`config.mk`:
```
export PLATFORM = sky130hd
export DESIGN_NAME = spi_reg_burst_slave
export DESIGN_NICKNAME = d
export VERILOG_FILES = /design/src/rtl/spi_reg_pkg.sv /design/src/rtl/spi_miso_stage.sv /design/src/rtl/spi_reg_burst_slave.sv
export SDC_FILE = /design/constraint.sdc
export NUM_CORES = 1
export LEC_CHECK = 0
export CORE_MARGIN = 8
export CORE_UTILIZATION = 47
export DETAILED_ROUTE_END_ITERATION = 12
export GPL_TIMING_DRIVEN = 0
export HOLD_SLACK_MARGIN = 0.08
export PLACE_DENSITY = 0.72
export SLEW_MARGIN = 20
export SYNTH_ARGS = -nofsm -noshare
export SYNTH_HDL_FRONTEND = slang
export SYNTH_HIERARCHICAL = 1
export SYNTH_SLANG_ARGS = --single-unit
```
`constraint.sdc`:
```
create_clock -name SCLK -period 1.7 [get_ports SCLK]
set_clock_uncertainty 0.05 [all_clocks]
set_input_delay 0.255 -clock SCLK [delete_from_list [all_inputs] [get_ports SCLK]]
set_output_delay 0.255 -clock SCLK [all_outputs]
set_load 0.02 [all_outputs]
```
`src/rtl/spi_reg_pkg.sv`:
```
// rtl/spi_reg_pkg.sv - shared states, frame constants and sizing helper for the SPI register slave
package spi_reg_pkg;

    typedef enum logic [2:0] {
        ST_IDLE,
        ST_ADDR,
        ST_TURN,
        ST_RDATA,
        ST_WDATA
    } state_t;

    localparam logic RW_WRITE = 1'b1;
    localparam logic RW_READ  = 1'b0;
    localparam int   TURN_LEN = 1;

    function automatic int cnt_width(input int addr_w, input int data_w);
        int widest;
        widest = (addr_w > data_w) ? addr_w : data_w;
        return $clog2(widest + 1);
    endfunction

endpackage

```
`src/rtl/spi_miso_stage.sv`:
```
// rtl/spi_miso_stage.sv - falling-edge MISO launch and pad output-enable registers
module spi_miso_stage
    import spi_reg_pkg::*;
(
    input  logic   sclk,
    input  logic   rst,
    input  state_t state,
    input  logic   data_msb,
    output logic   miso,
    output logic   miso_enable
);

    // The pad is enabled through the turnaround so the master sees a driven line before the MSB.
    always_ff @(negedge sclk or posedge rst) begin
        if (rst) begin
            miso        <= 1'b0;
            miso_enable <= 1'b0;
        end else begin
            miso_enable <= (state == ST_TURN) || (state == ST_RDATA);
            miso        <= (state == ST_RDATA) && data_msb;
        end
    end

endmodule

```
`src/rtl/spi_reg_burst_slave.sv`:
```
// rtl/spi_reg_burst_slave.sv - SPI mode-0 slave bridging burst reads/writes onto the register bus
module spi_reg_burst_slave
    import spi_reg_pkg::*;
#(
    parameter int ADDR_W   = 10,
    parameter int DATA_W   = 8,
    parameter bit AUTO_INC = 1'b1
) (
    input  logic              SCLK,
    input  logic              rst,
    input  logic              MOSI,
    input  logic              CSN,
    input  logic [DATA_W-1:0] reg_read_data,
    output logic              MISO,
    output logic              MISO_enable,
    output logic [ADDR_W-1:0] reg_address,
    output logic [DATA_W-1:0] reg_write_data,
    output logic              reg_write_enable,
    output logic              reg_read_enable,
    output logic              frame_error
);

    localparam int CW = cnt_width(ADDR_W, DATA_W);
    localparam logic [CW-1:0] ADDR_LAST = CW'(ADDR_W - 1);
    localparam logic [CW-1:0] TURN_LAST = CW'(TURN_LEN - 1);
    localparam logic [CW-1:0] WORD_LAST = CW'(DATA_W - 1);
    localparam logic [CW-1:0] WORD_PREF = CW'(DATA_W - 2);

    state_t            state;
    state_t            state_next;
    logic [CW-1:0]     bit_cnt;
    logic              rw;
    logic [ADDR_W-2:0] addr_sr;
    logic [DATA_W-2:0] wr_sr;
    logic [DATA_W-1:0] rd_buf;
    logic              wr_committed;
    logic [ADDR_W-1:0] addr_shift;
    logic [DATA_W-1:0] wr_word;
    logic              addr_done;
    logic              turn_done;
    logic              word_done;

    assign addr_shift = {addr_sr, MOSI};
    assign wr_word    = {wr_sr, MOSI};
    assign addr_done  = (state == ST_ADDR) && (bit_cnt == ADDR_LAST);
    assign turn_done  = (state == ST_TURN) && (bit_cnt == TURN_LAST);
    assign word_done  = ((state == ST_RDATA) || (state == ST_WDATA)) && (bit_cnt == WORD_LAST);

    always_ff @(posedge SCLK or posedge rst) begin
        if (rst) state <= ST_IDLE;
        else     state <= state_next;
    end

    always_comb begin
        state_next = state;
        if (CSN) begin
            state_next = ST_IDLE;
        end else begin
            case (state)
                ST_IDLE: state_next = ST_ADDR;
                ST_ADDR: if (addr_done) state_next = (rw == RW_READ) ? ST_TURN : ST_WDATA;
                ST_TURN: if (turn_done) state_next = ST_RDATA;
                default: state_next = state;
            endcase
        end
    end

    always_ff @(posedge SCLK or posedge rst) begin
        if (rst) begin
            bit_cnt          <= '0;
            rw               <= 1'b0;
            addr_sr          <= '0;
            wr_sr            <= '0;
            rd_buf           <= '0;
            wr_committed     <= 1'b0;
            reg_address      <= '0;
            reg_write_data   <= '0;
            reg_write_enable <= 1'b0;
            reg_read_enable  <= 1'b0;
            frame_error      <= 1'b0;
        end else begin
            reg_write_enable <= 1'b0;
            reg_read_enable  <= 1'b0;
            frame_error      <= 1'b0;
            if (CSN) begin
                // Deselect wins over any word completing on the same edge.
                bit_cnt     <= '0;
                frame_error <= (state == ST_ADDR) || (state == ST_TURN) ||
                               (((state == ST_RDATA) || (state == ST_WDATA)) && (bit_cnt != '0));
            end else begin
                case (state)
                    ST_IDLE: begin
                        rw           <= MOSI;
                        bit_cnt      <= '0;
                        wr_committed <= 1'b0;
                    end
                    ST_ADDR: begin
                        addr_sr <= addr_shift[ADDR_W-2:0];
                        if (addr_done) begin
                            reg_address     <= addr_shift;
                            reg_read_enable <= (rw == RW_READ);
                            bit_cnt         <= '0;
                        end else begin
                            bit_cnt <= bit_cnt + CW'(1);
                        end
                    end
                    ST_TURN: begin
                        if (turn_done) begin
                            rd_buf  <= reg_read_data;
                            bit_cnt <= '0;
                        end else begin
                            bit_cnt <= bit_cnt + CW'(1);
                        end
                    end
                    ST_RDATA: begin
                        if (word_done) begin
                            rd_buf  <= reg_read_data;
                            bit_cnt <= '0;
                        end else begin
                            rd_buf  <= {rd_buf[DATA_W-2:0], 1'b0};
                            bit_cnt <= bit_cnt + CW'(1);
                        end
                        // Fetch one bit early so the next word is ready on the last-bit edge.
                        if (bit_cnt == WORD_PREF) begin
                            reg_read_enable <= 1'b1;
                            if (AUTO_INC) reg_address <= reg_address + ADDR_W'(1);
                        end
                    end
                    ST_WDATA: begin
                        wr_sr <= wr_word[DATA_W-2:0];
                        if (word_done) begin
                            reg_write_data   <= wr_word;
                            reg_write_enable <= 1'b1;
                            wr_committed     <= 1'b1;
                            bit_cnt          <= '0;
                            if (AUTO_INC && wr_committed) reg_address <= reg_address + ADDR_W'(1);
                        end else begin
                            bit_cnt <= bit_cnt + CW'(1);
                        end
                    end
                    default: bit_cnt <= '0;
                endcase
            end
        end
    end

    spi_miso_stage u_miso_stage (
        .sclk        (SCLK),
        .rst         (rst),
        .state       (state),
        .data_msb    (rd_buf[DATA_W-1]),
        .miso        (MISO),
        .miso_enable (MISO_enable)
    );

endmodule

```
==> flow_metrics.tcl <==
set metrics [dict create \
    outcome "complete, but fails checks" \
    violations "setup timing" \
    ys_seq_area_share_pct 52.6 \
    rsz0062_at_grt "true" \
    clk_pin_slew_worst_paths_ps 100 \
    yosysTopAreaCellShare_pct 50.7 \
    grt_pass1_vias 2161 \
    port_buffers 34 \
    grt_max_degree 55 \
    wl_per_cell_um 16.8 \
    synth_edf_count 0 \
    htreeDepth 2 \
    synth_area_sq_um 2670 \
    die_h_um 91.3 \
    p_int_mw 3.38 \
    ys.flop_type "dfrtp_1" \
    placed_area_sq_um 3100 \
    worstPathCellList "buf_6" \
    num_vias 2085 \
    setup_slack_ps -294 \
    postRouteAntennaNets 0 \
    final_nets 325 \
    slew_headroom_pct 55.7 \
    hpwl_mm 3.68 \
    final_cell_count_no_fill 381 \
    ys_async_sr_fraction_pct 100 \
    power_frac_clock_pct 16.9 \
    peakVddDrop_v 0.000751 \
    yosysWarnings 6 \
    place_ws_ps -550 \
    ys_ff_latch 56 \
    syn_area_per_cell_sq_um 11.0 \
    core_sq_um 5510 \
    rows 27 \
    finalPower_mw 5.31 \
    cp_top_family "flip-flops" \
    switching_power_mw 1.94 \
    hold_buffers 0 \
    critical_path.startpoint "u_miso_stage/miso_enable" \
    finalSetupViolations 33 \
    drv_cap 0 \
    grt_pass1_wl_mm 10.3 \
    diodes 0 \
    design_area_sq_um 3660 \
    antenna_found_initial 0 \
    synthCells 242 \
    seq_power_share_pct 39.5 \
    yosysTopAreaCell "dfrtp_1" \
    overflow 0 \
    cts.sinks 56 \
    drive_above_1_share_pct 34.0 \
    routed_wl_mm 6.41 \
    r2r_cells 8 \
    dp_cells 348 \
    die_w_um 91.3 \
    syn-num-nets 259 \
    tritoncts "yes" \
    critical_path_arrival_ps 1690 \
    die_area_sq_um 8340 \
    path_depth 1 \
    slowest_delay_ps 410 \
    clk_path_buf_depth 2 \
    insertion_delay_ps 310 \
    cts_made_buffers 5 \
    synthTopCellsByArea "dfrtp_1 (51%), mux2_2 (11%), nor2_1 (3.5%), nand2_1 (3.1%), mux2i_1 (3.0%)" \
    rr_startpoint "state[2]" \
    crit_type "flip-flop to primary output" \
    final_util_pct 66.5 \
    path_buf_inv 1 \
    initial_core_util_pct 48.4 \
    hp-class "primary input to asynchronous set/reset pin" \
    slowest_stage "dfrtn_1" \
    grt_use_total_pct 14.8 \
    finalSetupTns_ps -2810 \
    io_pins 35 \
    critPathRequiredTime_ps 1390 \
    clock-root-buffer "clkbuf_8" \
    drt_iter0_markers 120 \
    p_per_area_nw_per_um2 1450 \
    leakage_nw 1.65 \
    switching_share_pct 36.4 \
    end_kind "primary output" \
    drv_slew 0 \
    gp_congestion 0.872 \
    synth.distinct_cells 44 \
    hold_viol_final 0 \
    path_max_fanout 1 \
    drc 0 \
    whs_ps 353 \
    worst_slew_pin_slew_ps 665 \
    firstDrtPassIters 4 \
    comb_power_share_pct 43.6 \
    startpoint_type "flip-flop" \
    syn2layout_area_growth_pct 37.3 \
    routed_via_density 5.47 \
]
per-layer routing:
metal	up-vias	global-route usage, %	part of all wire, %
met4	0	4.37	1.9
met5	-	0	0
li1	983	-	-
met1	1039	18.9	44
met2	49	23.8	50
met3	14	4.12	4.7
flip-flops by register name (all words and copies together), names as in the netlist:
register / cells
u_miso_stage/miso: 1
frame_error: 1
reg_write_enable: 1
wr_sr: 7
reg_write_data: 8
rw: 1
u_miso_stage/miso_enable: 1
reg_read_enable: 1
reg_address: 10
state: 3
bit_cnt: 4
rd_buf: 8
addr_sr: 9
wr_committed: 1
cells in the final DEF (no fill, tap or decap), types with 8 or more instances in the layout:
cell type and n:
dfrtp_1 54, clkdlybuf4s50_1 27, nand2_1 21, buf_4 20, nor2_1 19, mux2_4 14, buf_6 11, mux2_2 11
o21ai_1 9, o22a_1 8, mux2i_1 8
power by group through the flow:
| stage | registers [mW] | logic, mW | clock network (mW) |
|---|---|---|---|
| after floorplan | 2.18 | 1.14 | 0 |
| after global placement | 2.09 | 1.78 | 0 |
| after detailed placement | 2.11 | 1.81 | 0 |
| after CTS | 2.09 | 2.17 | 0.915 |
| after global routing | 2.17 | 2.50 | 0.955 |
| final | 2.10 | 2.32 | 0.897 |
layout make-up:
| class | count | area (sq um) |
|---|---|---|
| tap | 72 | 90.1 |
| timing repair buffer | 59 | 592 |
| multi-input combinational | 167 | 1320 |
| inverter | 8 | 32.5 |
| clock buffer | 5 | 68.8 |
| clock inverter | 3 | 47.5 |
| sequential | 56 | 1400 |
| fill | 421 | 1850 |
| buffer | 11 | 108 |
worst paths after layout:
kind	endpoint	slack (ps)
setup / recovery	MISO_enable	-290
hold / removal	state[1]	350
setup reg to reg	reg_address[0]	-180
hold reg to reg	rd_buf[0]	440
max in group asynchronous	u_miso_stage/miso	590
min in group SCLK	rd_buf[0]	440
what timing repair did:
item / 4_1_cts / 5_1_grt
setup endpoints to repair: 52 / 44
gates resized for setup: 64 / 30
cloned: 2 / 0
pin swaps: 20 / 7
endpoints found under the hold margin: 0 / 0
buffers inserted: 19 / 5
cells by family (layout without fill, tap and decap cells):
group | count (synthesis) | after routing | share of synthesized area, %
AND/OR/NAND/NOR | 79 | 79 | 15.5
adder cells (fa/ha/maj) | 5 | 5 | 2.35
multiplexers | 33 | 33 | 13.6
flip-flops | 56 | 56 | 52.6
XOR/XNOR | 2 | 2 | 0.657
buffers and inverters | 19 | 86 | 3.47
AO/OA/AOI/OAI | 48 | 48 | 11.9
synthesized netlist by cell type, types with 2 or more instances:
cell / instances
dfrtp_1: 54
mux2_2: 25
nor2_1: 25
nand2_1: 22
a21oi_1: 14
o21ai_0: 11
buf_2: 8
inv_1: 8
mux2i_1: 8
o22a_1: 8
ha_1: 5
nand3_1: 5
a31oi_1: 4
nor3_1: 4
nand2b_1: 3
and2_1: 2
and3b_1: 2
dfrtn_1: 2
nand3b_1: 2
nor3_4: 2
o21a_1: 2
o22ai_1: 2
or2_2: 2
xor2_1: 2
No activity file was read; power rests on OpenSTA's default activity.
